[config.mk]
export PLATFORM = sky130hd
export DESIGN_NAME = uart_tx_arbiter
export DESIGN_NICKNAME = d
export VERILOG_FILES = /design/src/rtl/uart_tx_arbiter_pkg.sv /design/src/rtl/uart_tx_src_buffer.sv /design/src/rtl/uart_tx_arbiter.sv
export SDC_FILE = /design/constraint.sdc
export NUM_CORES = 1
export LEC_CHECK = 0
export ABC_AREA = 1
export CELL_PAD_IN_SITES_DETAIL_PLACEMENT = 0
export CELL_PAD_IN_SITES_GLOBAL_PLACEMENT = 1
export CORE_ASPECT_RATIO = 1.4
export CORE_UTILIZATION = 37
export DETAILED_ROUTE_END_ITERATION = 10
export PLACE_DENSITY = 0.87
export SYNTH_ARGS = -nofsm -noshare
export SYNTH_HDL_FRONTEND = slang
export SYNTH_SLANG_ARGS = --single-unit
export TNS_END_PERCENT = 20
[constraint.sdc]
create_clock -name i_CLK -period 7.68 [get_ports i_CLK]
set_clock_uncertainty 0.1 [all_clocks]
set_input_delay 1.92 -clock i_CLK [delete_from_list [all_inputs] [get_ports i_CLK]]
set_output_delay 1.92 -clock i_CLK [all_outputs]
set_load 0.005 [all_outputs]
[src/rtl/uart_tx_arbiter_pkg.sv]
// Shared definitions for the UART transmit arbiter: FSM encoding, header
// field layout and the default source tags.
package uart_tx_arbiter_pkg;

    localparam int PAYLOAD_W   = 48;
    localparam int HDR_ID_W    = 2;
    localparam int HDR_SEQ_W   = 6;
    localparam int HDR_W       = HDR_ID_W + HDR_SEQ_W;
    localparam int FRAME_W     = HDR_W + PAYLOAD_W;
    localparam int HDR_SEQ_LSB = 0;
    localparam int HDR_ID_LSB  = HDR_SEQ_LSB + HDR_SEQ_W;

    localparam logic [HDR_ID_W-1:0] DEFAULT_ADS1292_ID = 2'b01;
    localparam logic [HDR_ID_W-1:0] DEFAULT_MPR121_ID  = 2'b10;

    typedef enum logic {
        ST_IDLE = 1'b0,
        ST_SEND = 1'b1
    } arb_state_t;

    typedef enum logic {
        SRC_ADS1292 = 1'b0,
        SRC_MPR121  = 1'b1
    } src_sel_t;

    // Header byte: source tag in the upper bits, per-source sequence below.
    function automatic logic [HDR_W-1:0] make_header(
        input logic [HDR_ID_W-1:0]  id,
        input logic [HDR_SEQ_W-1:0] seq
    );
        logic [HDR_W-1:0] hdr;
        hdr = '0;
        hdr[HDR_ID_LSB +: HDR_ID_W]   = id;
        hdr[HDR_SEQ_LSB +: HDR_SEQ_W] = seq;
        return hdr;
    endfunction

endpackage

[src/rtl/uart_tx_src_buffer.sv]
// One-deep capture buffer for a single frame source: holds the payload
// until the arbiter sends it, acknowledges the source one cycle after the
// capture, and keeps the source's running frame sequence number.
module uart_tx_src_buffer
    import uart_tx_arbiter_pkg::*;
(
    input  logic                 clk,
    input  logic                 rst,
    input  logic [PAYLOAD_W-1:0] frame_data,
    input  logic                 frame_valid,
    output logic                 frame_ack,
    input  logic                 release_frame,
    output logic [PAYLOAD_W-1:0] buf_data,
    output logic                 pending,
    output logic [HDR_SEQ_W-1:0] seq
);

    logic capture;

    // A held request is taken only into an empty buffer, and not while the
    // ack for the previous capture is still out (the source has not yet
    // seen it and dropped valid). A buffer being released is still pending,
    // so it cannot refill in the same cycle.
    always_comb begin
        capture = frame_valid && !pending && !frame_ack;
    end

    // Capture register, pending flag, one-cycle ack and sequence counter.
    always_ff @(posedge clk or posedge rst) begin
        if (rst) begin
            buf_data  <= '0;
            pending   <= 1'b0;
            frame_ack <= 1'b0;
            seq       <= '0;
        end else begin
            frame_ack <= capture;
            if (capture) begin
                buf_data <= frame_data;
                pending  <= 1'b1;
            end else if (release_frame) begin
                pending  <= 1'b0;
            end
            if (release_frame) begin
                seq <= seq + 1'b1;
            end
        end
    end

endmodule

[src/rtl/uart_tx_arbiter.sv]
// Merges ADS1292 and MPR121 frames onto a single UART transmit stream,
// tagging each with a {source, sequence} header byte.
module uart_tx_arbiter
    import uart_tx_arbiter_pkg::*;
#(
    parameter logic [HDR_ID_W-1:0] P_ADS1292_ID       = DEFAULT_ADS1292_ID,
    parameter logic [HDR_ID_W-1:0] P_MPR121_ID        = DEFAULT_MPR121_ID,
    parameter bit                  P_ADS1292_PRIORITY = 1'b0
)(
    input  logic                 i_CLK,
    input  logic                 i_RST,
    input  logic                 i_ENABLE,
    input  logic [PAYLOAD_W-1:0] i_ADS1292_FRAME_DATA,
    input  logic                 i_ADS1292_FRAME_VALID,
    output logic                 o_ADS1292_FRAME_ACK,
    input  logic [PAYLOAD_W-1:0] i_MPR121_FRAME_DATA,
    input  logic                 i_MPR121_FRAME_VALID,
    output logic                 o_MPR121_FRAME_ACK,
    output logic [FRAME_W-1:0]   o_UART_DATA_TX,
    output logic                 o_UART_DATA_TX_VALID,
    input  logic                 i_UART_DATA_TX_READY,
    output logic                 o_ARB_BUSY
);

    arb_state_t             state, state_next;
    src_sel_t               grant, grant_next;
    src_sel_t               last_grant, last_grant_next;
    src_sel_t               pick;
    logic [FRAME_W-1:0]     tx_data_next;

    logic                   ads_release, mpr_release;
    logic                   ads_pending, mpr_pending;
    logic [PAYLOAD_W-1:0]   ads_buf, mpr_buf;
    logic [HDR_SEQ_W-1:0]   ads_seq, mpr_seq;

    uart_tx_src_buffer u_ads_buf (
        .clk           (i_CLK),
        .rst           (i_RST),
        .frame_data    (i_ADS1292_FRAME_DATA),
        .frame_valid   (i_ADS1292_FRAME_VALID),
        .frame_ack     (o_ADS1292_FRAME_ACK),
        .release_frame (ads_release),
        .buf_data      (ads_buf),
        .pending       (ads_pending),
        .seq           (ads_seq)
    );

    uart_tx_src_buffer u_mpr_buf (
        .clk           (i_CLK),
        .rst           (i_RST),
        .frame_data    (i_MPR121_FRAME_DATA),
        .frame_valid   (i_MPR121_FRAME_VALID),
        .frame_ack     (o_MPR121_FRAME_ACK),
        .release_frame (mpr_release),
        .buf_data      (mpr_buf),
        .pending       (mpr_pending),
        .seq           (mpr_seq)
    );

    // Choose which pending source to serve next: on a tie, either strict
    // ADS1292 priority or alternate away from the last source served.
    always_comb begin
        pick = SRC_MPR121;
        if (ads_pending && mpr_pending) begin
            if (P_ADS1292_PRIORITY) begin
                pick = SRC_ADS1292;
            end else begin
                pick = (last_grant == SRC_ADS1292) ? SRC_MPR121 : SRC_ADS1292;
            end
        end else if (ads_pending) begin
            pick = SRC_ADS1292;
        end
    end

    // Arbiter FSM: grant and load a frame from IDLE, then hold it in SEND
    // until the UART accepts it; ENABLE only gates new grants.
    always_comb begin
        state_next      = state;
        grant_next      = grant;
        last_grant_next = last_grant;
        tx_data_next    = o_UART_DATA_TX;
        ads_release     = 1'b0;
        mpr_release     = 1'b0;
        case (state)
            ST_IDLE: begin
                if (i_ENABLE && (ads_pending || mpr_pending)) begin
                    grant_next      = pick;
                    last_grant_next = pick;
                    if (pick == SRC_ADS1292) begin
                        tx_data_next = {make_header(P_ADS1292_ID, ads_seq), ads_buf};
                    end else begin
                        tx_data_next = {make_header(P_MPR121_ID, mpr_seq), mpr_buf};
                    end
                    state_next = ST_SEND;
                end
            end
            ST_SEND: begin
                if (i_UART_DATA_TX_READY) begin
                    if (grant == SRC_ADS1292) begin
                        ads_release = 1'b1;
                    end else begin
                        mpr_release = 1'b1;
                    end
                    state_next = ST_IDLE;
                end
            end
            default: begin
                state_next = ST_IDLE;
            end
        endcase
    end

    // State, grant bookkeeping and the registered outgoing frame.
    always_ff @(posedge i_CLK or posedge i_RST) begin
        if (i_RST) begin
            state          <= ST_IDLE;
            grant          <= SRC_ADS1292;
            last_grant     <= SRC_MPR121;
            o_UART_DATA_TX <= '0;
        end else begin
            state          <= state_next;
            grant          <= grant_next;
            last_grant     <= last_grant_next;
            o_UART_DATA_TX <= tx_data_next;
        end
    end

    // Valid follows the registered state; busy also reflects waiting buffers.
    always_comb begin
        o_UART_DATA_TX_VALID = (state == ST_SEND);
        o_ARB_BUSY           = ads_pending || mpr_pending || (state == ST_SEND);
    end

endmodule

## Word level (Yosys, flattened, before mapping)

Cells that the tools add are included.

- Latch bits: 0
- Input bits: 102
- Bits in registers: 171
- RAM bits: 0
- Logic and storage cells: 47
- Output and inout bits: 60
- Memories kept: 0
- ROM bits: 0

- Bitwise operators: 1
- Equality and inequality tests: 0
- Add/sub/neg operators: 2
- Magnitude comparators: 0
- Divide/modulo/power cells: 0
- Multipliers: 0
- Reductions and logical operators: 15
- Muxes and demuxes: 17
- Shift-type cells: 0

Operator list:

| kind | number |
|---|---|
| $mux 56 | 1 |
| $mux 1 | 15 |
| $add 6x1->6 const B | 2 |
| $logic_and 1x1->1 | 6 |
| $logic_not 1->1 | 4 |
| $reduce_bool 2->1 | 2 |
| $logic_or 1x1->1 | 2 |
| $pmux 1 s2 | 1 |
| $reduce_and 2->1 | 1 |
| $not 1->1 | 1 |

## Longest topological paths before layout

- Word-level depth: 5
- Mapped depth: 8
- Depth with buffers taken out: 6

## Hierarchy

A second synthesis with hierarchy kept.

- Cell total of the unflattened synthesis: 818
- Area total of the unflattened synthesis: 7354.6 µm²

Modules (own cells, without submodules):

| module | times used | seq. area each (µm²) | area an instance (µm²) | cells each |
|---|---|---|---|---|
| uart_tx_src_buffer | 2 | 1401.3 | 2165.8 | 243 |
| uart_tx_arbiter | 1 | 1452.6 | 3022.9 | 332 |

## Least setup slack after synthesis

OpenSTA, ideal clock, no wires.

- Path kind: input to register
- Start: input i_ADS1292_FRAME_VALID
- End: register u_ads_buf.buf_data[0]
- Setup time: 0.066 ns
- Data required time: 7.514 ns
- Slack: 4.851 ns
- Path buffers: 2
- Arrival time: 2.663 ns
- Stages on the path: 8
- Cell sequence: inv_1 nor2_1 nand2_1 inv_1 buf_2 buf_2 nand2_1 nand2_1

- Longest elaborated chain between the ends: 2

RTL lines:

| element | line | text |
|---|---|---|
| start, declared | uart_tx_arbiter.sv:14 | `input logic i_ADS1292_FRAME_VALID,` |
| $logic_and 1x1->1 (2 in a row) | uart_tx_src_buffer.sv:25 | `capture = frame_valid && !pending && !frame_ack;` |
| end signal, assigned | uart_tx_src_buffer.sv:38 | `buf_data <= frame_data;` |
| end, declared | uart_tx_src_buffer.sv:13 | `output logic [PAYLOAD_W-1:0] buf_data,` |

Every way passes these cells.
A chain may end at the register's enable or synchronous reset.

## Worst setup path after layout

- Start: input i_MPR121_FRAME_VALID
- End: register u_mpr_buf.buf_data[26]

- Longest elaborated chain between the ends: 2

RTL lines:

| element | line | text |
|---|---|---|
| start, declared | uart_tx_arbiter.sv:17 | `input logic i_MPR121_FRAME_VALID,` |
| $logic_and 1x1->1 (2 in a row) | uart_tx_src_buffer.sv:25 |  |
| end signal, assigned | uart_tx_src_buffer.sv:38 |  |
| end, declared | uart_tx_src_buffer.sv:13 |  |

Every way passes these cells.

==> run_results.csv <==
group,metric,value,unit
route,vias,5887,
die,pin_count,162,
route,drt_first_pass_iters,5,
synthesis,avgSynthCellArea,8.64,um2
route,drtIter0Drc,375,
power_and_ir_drop,switchingPower,1.28,mW
cts,cts.sinks,170,
outcome,status,"finished, final reports clean",
power_and_ir_drop,leakage,4.55,nW
die,fp-row-count,59,
global_route,grt_max_degree,98,
sta,period_needed,4280,ps
worst_setup_path,startpoint,"i_MPR121_FRAME_VALID",
power_and_ir_drop,internal_power,2.30,mW
synthesis,ys_seq_area_frac,0.605,
worst_setup_path,cp_slowest_cell,"inv_2",
sta,hold_viol,0,
job,max_cap_viol_count,0,
finish,n_antenna_cell,0,
cts,cts_tree,"yes",
worst_setup_path,crit_arrival,4550,ps
power_and_ir_drop,finalPower,3.58,mW
sta,timing.fmax,233,MHz
sta,setup_viol,0,
finish,seqCellArea,4260,um2
cts,clockBufferDepth,2,
global_route,grt_overflow,0,
global_route,grt_use_total,0.199,
worst_setup_path,cp-start-kind,"input port",
worst_setup_path,critPathMaxStageDelay,1020,ps
finish,layout_common_cells,"nand2_1 (369), nand3_1 (172), dfrtp_1 (169)",
cts,hold_buffers,0,
worst_setup_path,cp_cell_sequence,"clkdlybuf4s50_1 -> inv_1 -> nor2_1 -> nand2_2 -> inv_2 -> nand2_1 -> nand2_1",
synthesis,synth_cells,814,
global_route,grtUsageMet2,0.336,
finish,area_growth,32.2,%
cts,postCtsSetupBuffers,0,
finish,drive_gt1_frac,0.0428,
finish,layout.nets,1053,
die,dieArea,19600,um2
hold_path,min_path_type,"reg -> reg",
route,avgRoutedWirePerCell,15.5,um
cts,root_buffer,"clkbuf_16",
sta,slew_headroom,0.240,
synthesis,yosys-top-cells-area,"dfrtp_1 (60%), nand2_1 (20%), nand3_1 (12%)",
global_route,grt_use_met3,0.0433,
route,drt-total-wl,18600,um
power_and_ir_drop,ir_drop,0.000143,V
synthesis,synth_top_area_frac,0.601,
place,dp.cells,1174,
die,die_y,165,um
sta,tightest_slew,1140,ps
cts,cts_max_level,4,
synthesis,synth_nets,918,
finish,multiInputGateArea,2460,um2
finish,fin_area,9300,um2
synthesis,ys_types,19,
place,placed_area,8760,um2
power_and_ir_drop,p_comb_frac,0.341,
place,gp_congestion,0.756,
worst_setup_path,ff2ff_setup_slack,4890,ps
cts,cts_buffers,17,
worst_setup_path,crit_path_frequent_cell,"nand2_1",
global_route,antenna_found_initial,0,
power_and_ir_drop,seqPwrFrac,0.432,
worst_setup_path,critPathKind,"in -> reg",
synthesis,ys_ff_latch,170,
sta,finalCritPeriodShare,0.558,
die,start_util,0.378,
die,core,18600,um2
cts,cts_resized,0,
finish,final_common_cell,"nand2_1",
cts,clkLatencyLatePin,430,ps
worst_setup_path,cp_max_fo,50,
worst_setup_path,end_kind,"flip-flop",
route,via_per_inst,4.89,
worst_setup_path,critPathBufInv,3,
finish,fin_cells,1203,
finish,utilization,0.500,
global_route,grt_pass1_vias,5766,
worst_setup_path,r2r_start,"u_mpr_buf.pending",
place,port_buffers,161,
die,chipWidth,119,um
route,ant_nets,0,
sta,tns,0,ps
synthesis,netlist_area,7030,um2
synthesis,synth_top_area_cell,"dfrtp_1",
synthesis,yosysWarnings,0,
finish,fill_cells,1797,
hold_path,hold_path_startpoint,"u_ads_buf.buf_data[22]",
global_route,grt_pass1_wl,30000,um
place,hpwl,11400,um
sta,rsz0062_at_grt,"no",
worst_setup_path,worst_ep_required_time,7940,ps
cts,path_clk_slew,60,ps
power_and_ir_drop,clock_power_share,0.227,
global_route,grt_busiest_layer,"met2",
worst_setup_path,critPathTopFamily,"buffers and inverters",
sta,final_max_slew_viol_count,0,
power_and_ir_drop,netSwitchingFraction,0.358,
route,drc,0,
power_and_ir_drop,power_density,385,nW/um2
global_route,gr-usage-met1,0.252,
cells in the mapped netlist:
library cell,n
o21ai_0,7
xor2_1,4
nor2_2,1
inv_2,1
a21oi_2,1
nor2_1,8
dfrtp_1,169
nand4_1,2
ha_1,2
nand2_1,371
dfstp_2,1
buf_4,12
xnor2_1,2
inv_1,21
nand3_1,172
buf_1,4
o21ai_1,2
clkbuf_1,11
buf_2,23
state kept, by name, summed over array words and instances, names as in the netlist:
signal                count
o_UART_DATA_TX           56
u_ads_buf.buf_data       48
u_mpr_buf.buf_data       48
u_ads_buf.seq             6
u_mpr_buf.seq             6
last_grant                1
o_UART_DATA_TX_VALID      1
u_ads_buf.frame_ack       1
u_ads_buf.pending         1
u_mpr_buf.frame_ack       1
u_mpr_buf.pending         1
kinds of logic after synthesis:
family	share of synthesized area
flip-flops	0.605
AO/OA/AOI/OAI	0.00765
XOR/XNOR	0.00747
AND/OR/NAND/NOR	0.327
buffers and inverters	0.0489
adder cells (fa/ha/maj)	0.00356
per-stage QoR:
stage | hold slack [ps] | setup slack [ps]
after floorplan | 349 | 1060
after global routing | 393 | 3030
after global placement | 362 | 2940
after CTS | 382 | 3330
after detailed placement | 365 | 2860
final | 378 | 3400
worst register-to-register path, stage by stage (launching register included):
cell and delay, ps:
dfrtp_1 420, inv_1 160, nand2_2 670, inv_2 1030
nand2_1 230, nand2_1 110
area by class of cell:
| class | instances | share of cell area |
|---|---|---|
| clock buffers | 20 | 0.0470 |
| clock inverters | 9 | 0.0110 |
| inverters | 22 | 0.00942 |
| multi-input cells | 572 | 0.265 |
| flip-flops and latches | 170 | 0.458 |
| well taps | 244 | 0.0328 |
| repair buffers | 166 | 0.177 |
metal layers:
metal / vias to the layer above / routed length, um
met4: 0 / 238
met2: 158 / 9560
met3: 14 / 783
met5: - / 0
met1: 2865 / 8040
li1: 2850 / -
worst paths after layout:
path	depth (start not counted)	endpoint
setup / recovery	7	u_mpr_buf.buf_data[26]
hold / removal	2	u_ads_buf.buf_data[22]
setup reg to reg	5	u_mpr_buf.buf_data[26]
hold reg to reg	2	u_ads_buf.buf_data[22]
max in group asynchronous	3	u_mpr_buf.buf_data[0]
min in group asynchronous	2	o_UART_DATA_TX[47]
power groups by stage:
stage | clock [mW] | sequential, mW | combinational (mW)
2_1_floorplan | 0 | 1.50 | 0.741
3_3_place_gp | 0 | 1.55 | 1.21
3_5_place_dp | 0 | 1.56 | 1.23
4_1_cts | 0.829 | 1.55 | 1.24
5_1_grt | 0.864 | 1.59 | 1.38
6_report | 0.813 | 1.55 | 1.22
(Power assumes the default switching activity.)
